===== src/rtl/pwm_carrier_pkg.sv =====
// Shared types for the PWM carrier block: carrier modes, FSM states and the
// on/off control encoding.
package pwm_carrier_pkg;

  localparam int CNT_WIDTH_DEF = 16;

  typedef enum logic [1:0] {
    CAR_UP     = 2'd0,
    CAR_DOWN   = 2'd1,
    CAR_UPDOWN = 2'd2
  } _car_mode;

  typedef enum logic {
    IDLE = 1'b0,
    RUN  = 1'b1
  } _car_state;

  typedef enum logic [1:0] {
    PWM_OFF = 2'd0,
    PWM_ON  = 2'd1
  } _pwm_onoff;

  // Direction a mode starts in; the unused 4th mode encoding behaves as up/down.
  function automatic logic start_dir(input _car_mode mode, input logic init_dir);
    case (mode)
      CAR_UP:   return 1'b1;
      CAR_DOWN: return 1'b0;
      default:  return init_dir;
    endcase
  endfunction

endpackage


===== src/rtl/pwm_period_shadow.sv =====
// Shadow copy of the software period register. The new value is exposed
// combinationally so the carrier can restart from it on the load edge.
module pwm_period_shadow
  import pwm_carrier_pkg::*;
#(
  parameter int CNT_WIDTH = CNT_WIDTH_DEF
) (
  input  logic                 clk,
  input  logic                 reset,
  input  logic                 load,
  input  logic [CNT_WIDTH-1:0] period,
  output logic [CNT_WIDTH-1:0] period_sh,
  output logic [CNT_WIDTH-1:0] period_sh_next
);

  assign period_sh_next = load ? period : period_sh;

  always_ff @(posedge clk or negedge reset) begin
    if (!reset) period_sh <= '0;
    else        period_sh <= period_sh_next;
  end

endmodule


===== src/rtl/pwm_carrier.sv =====
// Carrier counter (up / down / up-down) with shadowed period, phase sync and
// zero/period event pulses decoded from the next-state count.
//
// state | meaning
// IDLE  | carrier parked at clamped init value, shadow tracks period
// RUN   | carrier stepping, shadow reloads only at boundary
module pwm_carrier
  import pwm_carrier_pkg::*;
#(
  parameter int CNT_WIDTH = CNT_WIDTH_DEF
) (
  input  logic                 clk,
  input  logic                 reset,
  input  _pwm_onoff            pwm_onoff,
  input  _car_mode             car_mode,
  input  logic [CNT_WIDTH-1:0] period,
  input  logic [CNT_WIDTH-1:0] init_val,
  input  logic                 init_dir,
  input  logic                 sync_in,
  output logic [CNT_WIDTH-1:0] count,
  output logic                 dir,
  output logic                 evt_zero,
  output logic                 evt_period,
  output logic                 running
);

  localparam logic [CNT_WIDTH-1:0] ONE = {{(CNT_WIDTH-1){1'b0}}, 1'b1};

  _car_state            state;
  _car_state            state_next;
  logic                 run_req;
  logic                 step_en;
  logic                 idle_load;
  logic                 boundary;
  logic                 shadow_load;
  logic [CNT_WIDTH-1:0] period_sh;
  logic [CNT_WIDTH-1:0] period_sh_next;
  logic [CNT_WIDTH-1:0] init_clamp;
  logic                 dir_init;
  logic [CNT_WIDTH-1:0] count_n;
  logic                 dir_n;

  assign run_req = (pwm_onoff != PWM_OFF);

  always_ff @(posedge clk or negedge reset) begin
    if (!reset) state <= IDLE;
    else        state <= state_next;
  end

  always_comb begin
    state_next = state;
    case (state)
      IDLE:    if (run_req)  state_next = RUN;
      RUN:     if (!run_req) state_next = IDLE;
      default: state_next = IDLE;
    endcase
  end

  always_comb begin
    step_en   = 1'b0;
    idle_load = 1'b0;
    case (state)
      IDLE:    idle_load = 1'b1;
      RUN:     step_en   = run_req;
      default: idle_load = 1'b1;
    endcase
  end

  // Boundary uses only current values so the shadow load has no loop through count_n.
  always_comb begin
    boundary = 1'b0;
    if (step_en && !sync_in) begin
      case (car_mode)
        CAR_UP:   boundary = (count >= period_sh);
        CAR_DOWN: boundary = (count == '0);
        default:  boundary = (count == '0);
      endcase
    end
  end

  assign shadow_load = idle_load || boundary;

  pwm_period_shadow #(
    .CNT_WIDTH(CNT_WIDTH)
  ) u_period_shadow (
    .clk            (clk),
    .reset          (reset),
    .load           (shadow_load),
    .period         (period),
    .period_sh      (period_sh),
    .period_sh_next (period_sh_next)
  );

  assign init_clamp = (init_val < period_sh_next) ? init_val : period_sh_next;
  assign dir_init   = start_dir(car_mode, init_dir);

  always_comb begin
    count_n = init_clamp;
    dir_n   = dir_init;
    if (step_en && !sync_in) begin
      case (car_mode)
        CAR_UP: begin
          count_n = (count >= period_sh) ? '0 : count + ONE;
          dir_n   = 1'b1;
        end
        CAR_DOWN: begin
          dir_n = 1'b0;
          if (count == '0)           count_n = period_sh_next;
          else if (count > period_sh) count_n = period_sh;
          else                       count_n = count - ONE;
        end
        default: begin
          // Direction flips on the cycle the extreme is shown, so each extreme lasts one cycle.
          if (count == '0) begin
            if (period_sh_next == '0) begin
              count_n = '0;
              dir_n   = 1'b1;
            end else begin
              count_n = ONE;
              dir_n   = (period_sh_next != ONE);
            end
          end else if (count > period_sh) begin
            count_n = period_sh;
            dir_n   = (period_sh == '0);
          end else if (count == period_sh) begin
            count_n = count - ONE;
            dir_n   = (count_n == '0);
          end else if (dir) begin
            count_n = count + ONE;
            dir_n   = (count_n != period_sh);
          end else begin
            count_n = count - ONE;
            dir_n   = (count_n == '0);
          end
        end
      endcase
    end
  end

  always_ff @(posedge clk or negedge reset) begin
    if (!reset) begin
      count      <= '0;
      dir        <= 1'b1;
      evt_zero   <= 1'b0;
      evt_period <= 1'b0;
      running    <= 1'b0;
    end else begin
      count      <= count_n;
      dir        <= dir_n;
      evt_zero   <= (state_next == RUN) && (count_n == '0);
      evt_period <= (state_next == RUN) && (count_n == period_sh_next);
      running    <= (state_next == RUN);
    end
  end

endmodule


===== config.mk =====
export PLATFORM = sky130hd
export DESIGN_NAME = pwm_carrier
export DESIGN_NICKNAME = d
export VERILOG_FILES = /design/src/rtl/pwm_carrier_pkg.sv /design/src/rtl/pwm_period_shadow.sv /design/src/rtl/pwm_carrier.sv
export SDC_FILE = /design/constraint.sdc
export NUM_CORES = 1
export LEC_CHECK = 0
export ABC_AREA = 1
export CAP_MARGIN = 20
export CORE_UTILIZATION = 30
export CTS_CLUSTER_SIZE = 20
export DETAILED_ROUTE_END_ITERATION = 7
export PLACE_DENSITY = 0.58
export SYNTH_ARGS = -nofsm -noshare
export SYNTH_HDL_FRONTEND = slang
export SYNTH_HIERARCHICAL = 1
export SYNTH_SLANG_ARGS = --single-unit

===== constraint.sdc =====
create_clock -name clk -period 6.1 [get_ports clk]
set_input_delay 1.22 -clock clk [delete_from_list [all_inputs] [get_ports clk]]
set_output_delay 1.22 -clock clk [all_outputs]
set_load 0.01 [all_outputs]

==> results of run 1 <==
==> power breakdown <==
part           switching (W)  total, W  internal [W]  leakage, nW
combinational       0.000859   0.00132      0.000461         2.45
sequential          0.000117  0.000407      0.000290        0.436
clock              0.0000870  0.000249      0.000162       0.0712
==> routing by layer <==
metal	track usage	routed length [µm]	vias to the layer above
li1	-	-	2762
met1	0.2915	8270	2439
met2	0.3330	8076	192
met3	0.01080	1020	26
met4	0.07881	415	0
met5	0	0	-
==> critical path, cell delays in order <==
cell	delay, ns
clkdlybuf4s50_1	0.54
nor2_1	0.35
nand2_1	0.11
nor2_2	0.16
o21ai_1	0.11
buf_4	0.20
inv_6	0.15
nand2_1	0.08
nand2_1	0.15
inv_1	0.12
ha_1	0.30
nand2_1	0.08
inv_1	0.04
nand3_1	0.08
inv_1	0.05
a21oi_1	0.31
nand2_2	0.31
inv_1	0.29
nand2_1	0.09
nand3_1	0.09
nand2_1	0.13
nand2_1	0.11
nand3_1	0.08
nor2_1	0.15
nand3_1	0.09
nor2_1	0.09
==> metrics by stage <==
stage / hold slack (ns) / instances / setup WS, ns / util
floorplan: 0.4818 / 824 / 1.494 / -
global placement: 0.5771 / 1084 / 0.6203 / 0.3564
detailed placement: 0.5795 / 1084 / 0.5954 / 0.3564
CTS: 0.5895 / 1092 / 0.8733 / 0.3655
global route: 0.6049 / 1092 / 0.4194 / 0.3655
finish: 0.5803 / 1092 / 0.8541 / 0.3655
==> worst min path at each step <==
stage	startpoint	to
2_1_floorplan	u_period_shadow/period_sh[7]	u_period_shadow/period_sh[7]
3_3_place_gp	u_period_shadow/period_sh[7]	u_period_shadow/period_sh[7]
3_5_place_dp	u_period_shadow/period_sh[7]	u_period_shadow/period_sh[7]
4_1_cts	u_period_shadow/period_sh[7]	u_period_shadow/period_sh[7]
5_1_grt	u_period_shadow/period_sh[7]	u_period_shadow/period_sh[7]
6_report	u_period_shadow/period_sh[7]	u_period_shadow/period_sh[7]
==> cell type report <==
cell class	count	area [µm²]
Multi-Input combinational cell	655	3502
Fill cell	1800	10230
Tap cell	216	270.3
Timing Repair Buffer	66	638.1
Clock buffer	8	146.4
Sequential cell	36	902.1
Inverter	111	430.4
==> kinds of logic (layout without fill, tap and decap cells) <==
logic type,count (synthesis),count (layout),share of synthesized area
AOI/OAI and AO/OA,88,88,0.09921
xor gates and xnor gates,29,29,0.05047
DFF,36,36,0.1793
and+or+nand+nor,503,503,0.4582
buffers and inverters,133,185,0.1258
adders and majority gates,35,35,0.08702
==> flip-flops by register name (all words and copies together), names as in the netlist <==
signal and count:
count 16, dir 1, evt_period 1, evt_zero 1
running 1, u_period_shadow/period_sh 16
==> Yosys cell counts (2+ instances only) <==
cell type  number  area, µm²
nor3_1         10      50.05
nand4_2         2      25.02
inv_2           8      30.03
nand2_1       263      987.2
nand3_1        95      475.5
nand4_1        15      93.84
nor4_1          6      37.54
buf_4           2      15.01
nor2_2         13      81.33
nand3b_4        2      40.04
o211ai_1        5      37.54
nand3b_1        4      30.03
a21oi_1        26      130.1
o21ai_2         3      26.28
nor2_1         58      217.7
buf_6          12      135.1
inv_1          98      367.9
nand3_2         2      20.02
clkbuf_1        2      7.510
xor2_1         28      245.2
buf_2           5      25.02
nor2_4          5      56.30
o21ai_0        35      175.2
o21ai_1        11      55.05
nand2_2        23      143.9
ha_1           35      437.9
dfrtp_1        35      875.8
a21o_1          2      15.01
==> impl_metrics.py, run 1 <==
metrics = {
    "worst_setup_path": {
        "required_ns": 6.31,
        "critPathCapture": "evt_period",
        "ff2ff_path_depth": 28,
        "timing.rr.end": "evt_period",
        "crit_type": "in2reg",
        "endpoint_kind": "flop",
        "startpoint_type": "input pin",
        "crit_start": "car_mode[1]",
        "crit_fanout": 22,
        "reg2reg_from": "count[11]",
        "critical_path_arrival_ns": 5.46,
        "regToRegSetupSlack_ns": 0.94,
    },
    "detailed_routing": {
        "wire_per_inst_um": 16.28,
        "drtIter0Drc": 419,
        "first_pass_iters": 5,
        "routed_via_density": 4.962,
        "wl_mm": 17.78,
        "drc_errors": 0,
        "ant_nets": 0,
        "routed-via-count": 5419,
    },
    "run": {
        "maxCapViolCount": 0,
    },
    "cells_and_area": {
        "antenna_cells": 0,
        "drive_gt1_frac": 0.09589,
        "mostFrequentLayoutCells": "nand2_1, inv_1, nand3_1",
        "finalInstanceArea_um2": 5889,
        "syn_to_final_growth_pct": 17.03,
        "layout_commonest_cell": "nand2_1",
        "nets": 950,
    },
    "power": {
        "leakage_nw": 2.954,
        "irDropWorstVdd_uv": 119.3,
        "report.power.total_w": 0.001977,
        "p_per_area_nw_per_um2": 335.7,
    },
    "sta": {
        "final_max_slew_viol_count": 0,
        "timing.setup.tns_ns": 0,
        "rsz0062_at_grt": "false",
        "slew_headroom": 0.4083,
        "fin_crit_ns": 5.246,
        "fmax_mhz": 190.6,
        "finalSetupViolations": 0,
        "worstMarginPinSlew_ns": 0.8842,
        "finalCritPeriodShare": 0.8600,
        "hold_viol": 0,
        "finClkSkew_ns": 0.005658,
    },
    "placed_design": {
        "portBuffers": 59,
        "placed_cell_area_um2": 5743,
        "routabilityCongestion": 0.9209,
        "hpwlAfterDp_mm": 14.52,
    },
    "die": {
        "initial_core_util": 0.3123,
        "coreArea_um2": 16120,
        "design.die.area_um2": 17300,
        "fp.dieH_um": 131.5,
        "ios": 60,
        "die_w_um": 131.5,
        "rows": 46,
    },
    "synth": {
        "yosysSeqAreaShare": 0.1793,
        "synthCells": 824,
        "yosysWarnings": 6,
        "synth_seq_cells": 36,
        "synthesis.area_um2": 5032,
        "synth_area_per_cell_um2": 6.107,
        "synth_nets": 899,
        "synth_ff_type": "dfrtp_1",
        "postSynth.asyncResetShare": 1.000,
        "ys_types": 47,
        "synth-edff-count": 0,
    },
    "clock_network": {
        "clock_latency_ns": 0.28,
        "cts_buffers": 5,
        "cts_setup_buffers": 0,
        "cts_tree": "built",
        "htree_levels": 2,
        "clk_pin_slew_ns": 0.05,
        "hold_buffers": 0,
        "cts_root_buffer": "clkbuf_16",
        "cts_resized": 0,
        "clk_path_buf_depth": 2,
        "clock_sinks": 36,
    },
    "grt": {
        "track_usage": 0.2077,
        "gr-total-overflow": 0,
        "grt_first_pass_wirelength_mm": 28.16,
        "antenna_found_initial": 0,
        "grt_pass1_vias": 5132,
        "grt_max_degree": 37,
    },
    "min_path": {
        "min_path_type": "reg2reg",
        "min_path_cells": 2,
    },
    "run_status": {
        "outcome": "complete, no violations",
    },
}
No activity file was read; power rests on OpenSTA's default activity.
==> run 2: changes to the inputs <==
PLACE_DENSITY = 0.46   (was 0.58)
SKIP_LAST_GASP = 1   (was default)
==> impl_metrics.py, run 2 (same netlist as run 1, synthesis figures left out) <==
metrics = {
    "run_status": {
        "outcome": "complete, no violations",
    },
    "placed_design": {
        "routabilityCongestion": 0.9236,
        "hpwlAfterDp_mm": 15.58,
        "portBuffers": 59,
        "dp.cells": 1086,
    },
    "worst_setup_path": {
        "crit_fanout": 22,
        "required_ns": 6.32,
        "critPathMaxStageDelay_ns": 0.51,
        "critical_path_arrival_ns": 5.43,
        "startpoint_type": "flop",
        "cp_slowest_cell": "dfrtp_1",
        "crit_type": "reg2reg",
        "endpoint_kind": "flop",
    },
    "die": {
        "design.die.area_um2": 17300,
        "rows": 46,
        "coreArea_um2": 16120,
        "ios": 60,
        "die_w_um": 131.5,
        "initial_core_util": 0.3123,
        "fp.dieH_um": 131.5,
    },
    "sta": {
        "hold_viol": 0,
        "worstMarginPinSlew_ns": 0.8331,
        "timing.setup.tns_ns": 0,
        "timing.hold.ws_ns": 0.5852,
        "final_max_slew_viol_count": 0,
        "rsz0062_at_grt": "false",
        "finalCritPeriodShare": 0.8541,
        "fin_crit_ns": 5.210,
        "fmax_mhz": 191.9,
        "finClkSkew_ns": 0.002631,
        "finalSetupViolations": 0,
        "slew_headroom": 0.4446,
    },
    "clock_network": {
        "htree_levels": 2,
        "cts_root_buffer": "clkbuf_16",
        "cts_buffers": 5,
        "cts_tree": "built",
        "clk_pin_slew_ns": 0.06,
        "cts_setup_buffers": 0,
        "clock_latency_ns": 0.28,
        "clk_path_buf_depth": 2,
        "cts_resized": 0,
        "hold_buffers": 0,
        "clock_sinks": 36,
    },
    "power": {
        "irDropWorstVdd_uv": 98.39,
        "leakage_nw": 2.969,
        "p_per_area_nw_per_um2": 341.4,
    },
    "cells_and_area": {
        "layout_commonest_cell": "nand2_1",
        "instances_no_fill": 1094,
        "fillers": 1818,
        "antenna_cells": 0,
        "fin_util": 0.3665,
        "nets": 952,
        "mostFrequentLayoutCells": "nand2_1, inv_1, nand3_1",
        "drive_gt1_frac": 0.1002,
        "top_regs": "count (16), u_period_shadow/period_sh (16)",
        "syn_to_final_growth_pct": 17.38,
    },
    "detailed_routing": {
        "ant_nets": 0,
        "drc_errors": 0,
        "drtIter0Drc": 370,
        "routed-via-count": 5423,
        "routed_via_density": 4.957,
        "first_pass_iters": 5,
        "wire_per_inst_um": 17.51,
        "wl_mm": 19.16,
    },
    "grt": {
        "grt_max_degree": 37,
        "grt_pass1_vias": 5311,
        "gr-total-overflow": 0,
        "track_usage": 0.2269,
        "grt_first_pass_wirelength_mm": 30.36,
        "antenna_found_initial": 0,
    },
    "run": {
        "maxCapViolCount": 0,
    },
    "min_path": {
        "min_path_type": "reg2reg",
    },
}
==> run 2: worst max-delay path, delay by kind of cell, from the launching register on <==
kind	cells	cell delay (ns)
buffers and inverters	5	0.57
adder cells (fa/ha/maj)	2	0.69
AND/OR/NAND/NOR	14	2.02
flip-flops	1	0.51
AO/OA/AOI/OAI	5	1.30
==> run 2: per-stage QoR <==
step / power [W] / instance area [µm²] / setup WS, ns
floorplan: 0.001336 / 5032 / 1.494
global placement: 0.001764 / 5758 / 0.7246
detailed placement: 0.001748 / 5758 / 0.6861
CTS: 0.002016 / 5907 / 0.8813
global route: 0.002224 / 5907 / 0.3938
finish: 0.002016 / 5907 / 0.8900
==> run 2: layout make-up <==
type                       count  area [µm²]  area share
multi-input combinational    655        3502      0.5929
sequential                    36       902.1      0.1527
timing repair buffer          68       653.1      0.1106
inverter                     111       430.4     0.07287
tap                          216       270.3     0.04575
clock buffer                   6       138.9     0.02351
clock inverter                 2       10.01    0.001695
==> run 2: worst paths after layout <==
| kind | startpoint | cells past startpoint | slack [ns] | to |
|---|---|---|---|---|
| setup / recovery | count[11] | 26 | 0.89 | evt_period |
| hold / removal | u_period_shadow/period_sh[7] | 2 | 0.59 | u_period_shadow/period_sh[7] |
| setup reg to reg | count[11] | 26 | 0.89 | evt_period |
| hold reg to reg | u_period_shadow/period_sh[7] | 2 | 0.59 | u_period_shadow/period_sh[7] |
| max in group asynchronous | reset | 1 | 4.53 | u_period_shadow/period_sh[14] |
| min in group asynchronous | reset | 1 | 1.03 | count[3] |
==> run 2: routing by layer <==
metal	global-route usage	share of wire	up-vias
met1	0.3182	0.48	2484
met2	0.3739	0.46	156
li1	-	-	2768
met5	0	0	-
met3	0.01350	0.046	15
met4	0.06072	0.015	0
==> run 2: report_power, final <==
| part | switching [W] | internal, W | total (W) |
|---|---|---|---|
| sequential | 0.000105 | 0.000290 | 0.000396 |
| combinational | 0.000891 | 0.000469 | 0.00136 |
| clock | 0.000100 | 0.000161 | 0.000261 |
| total | 0.00110 | 0.000920 | 0.00202 |
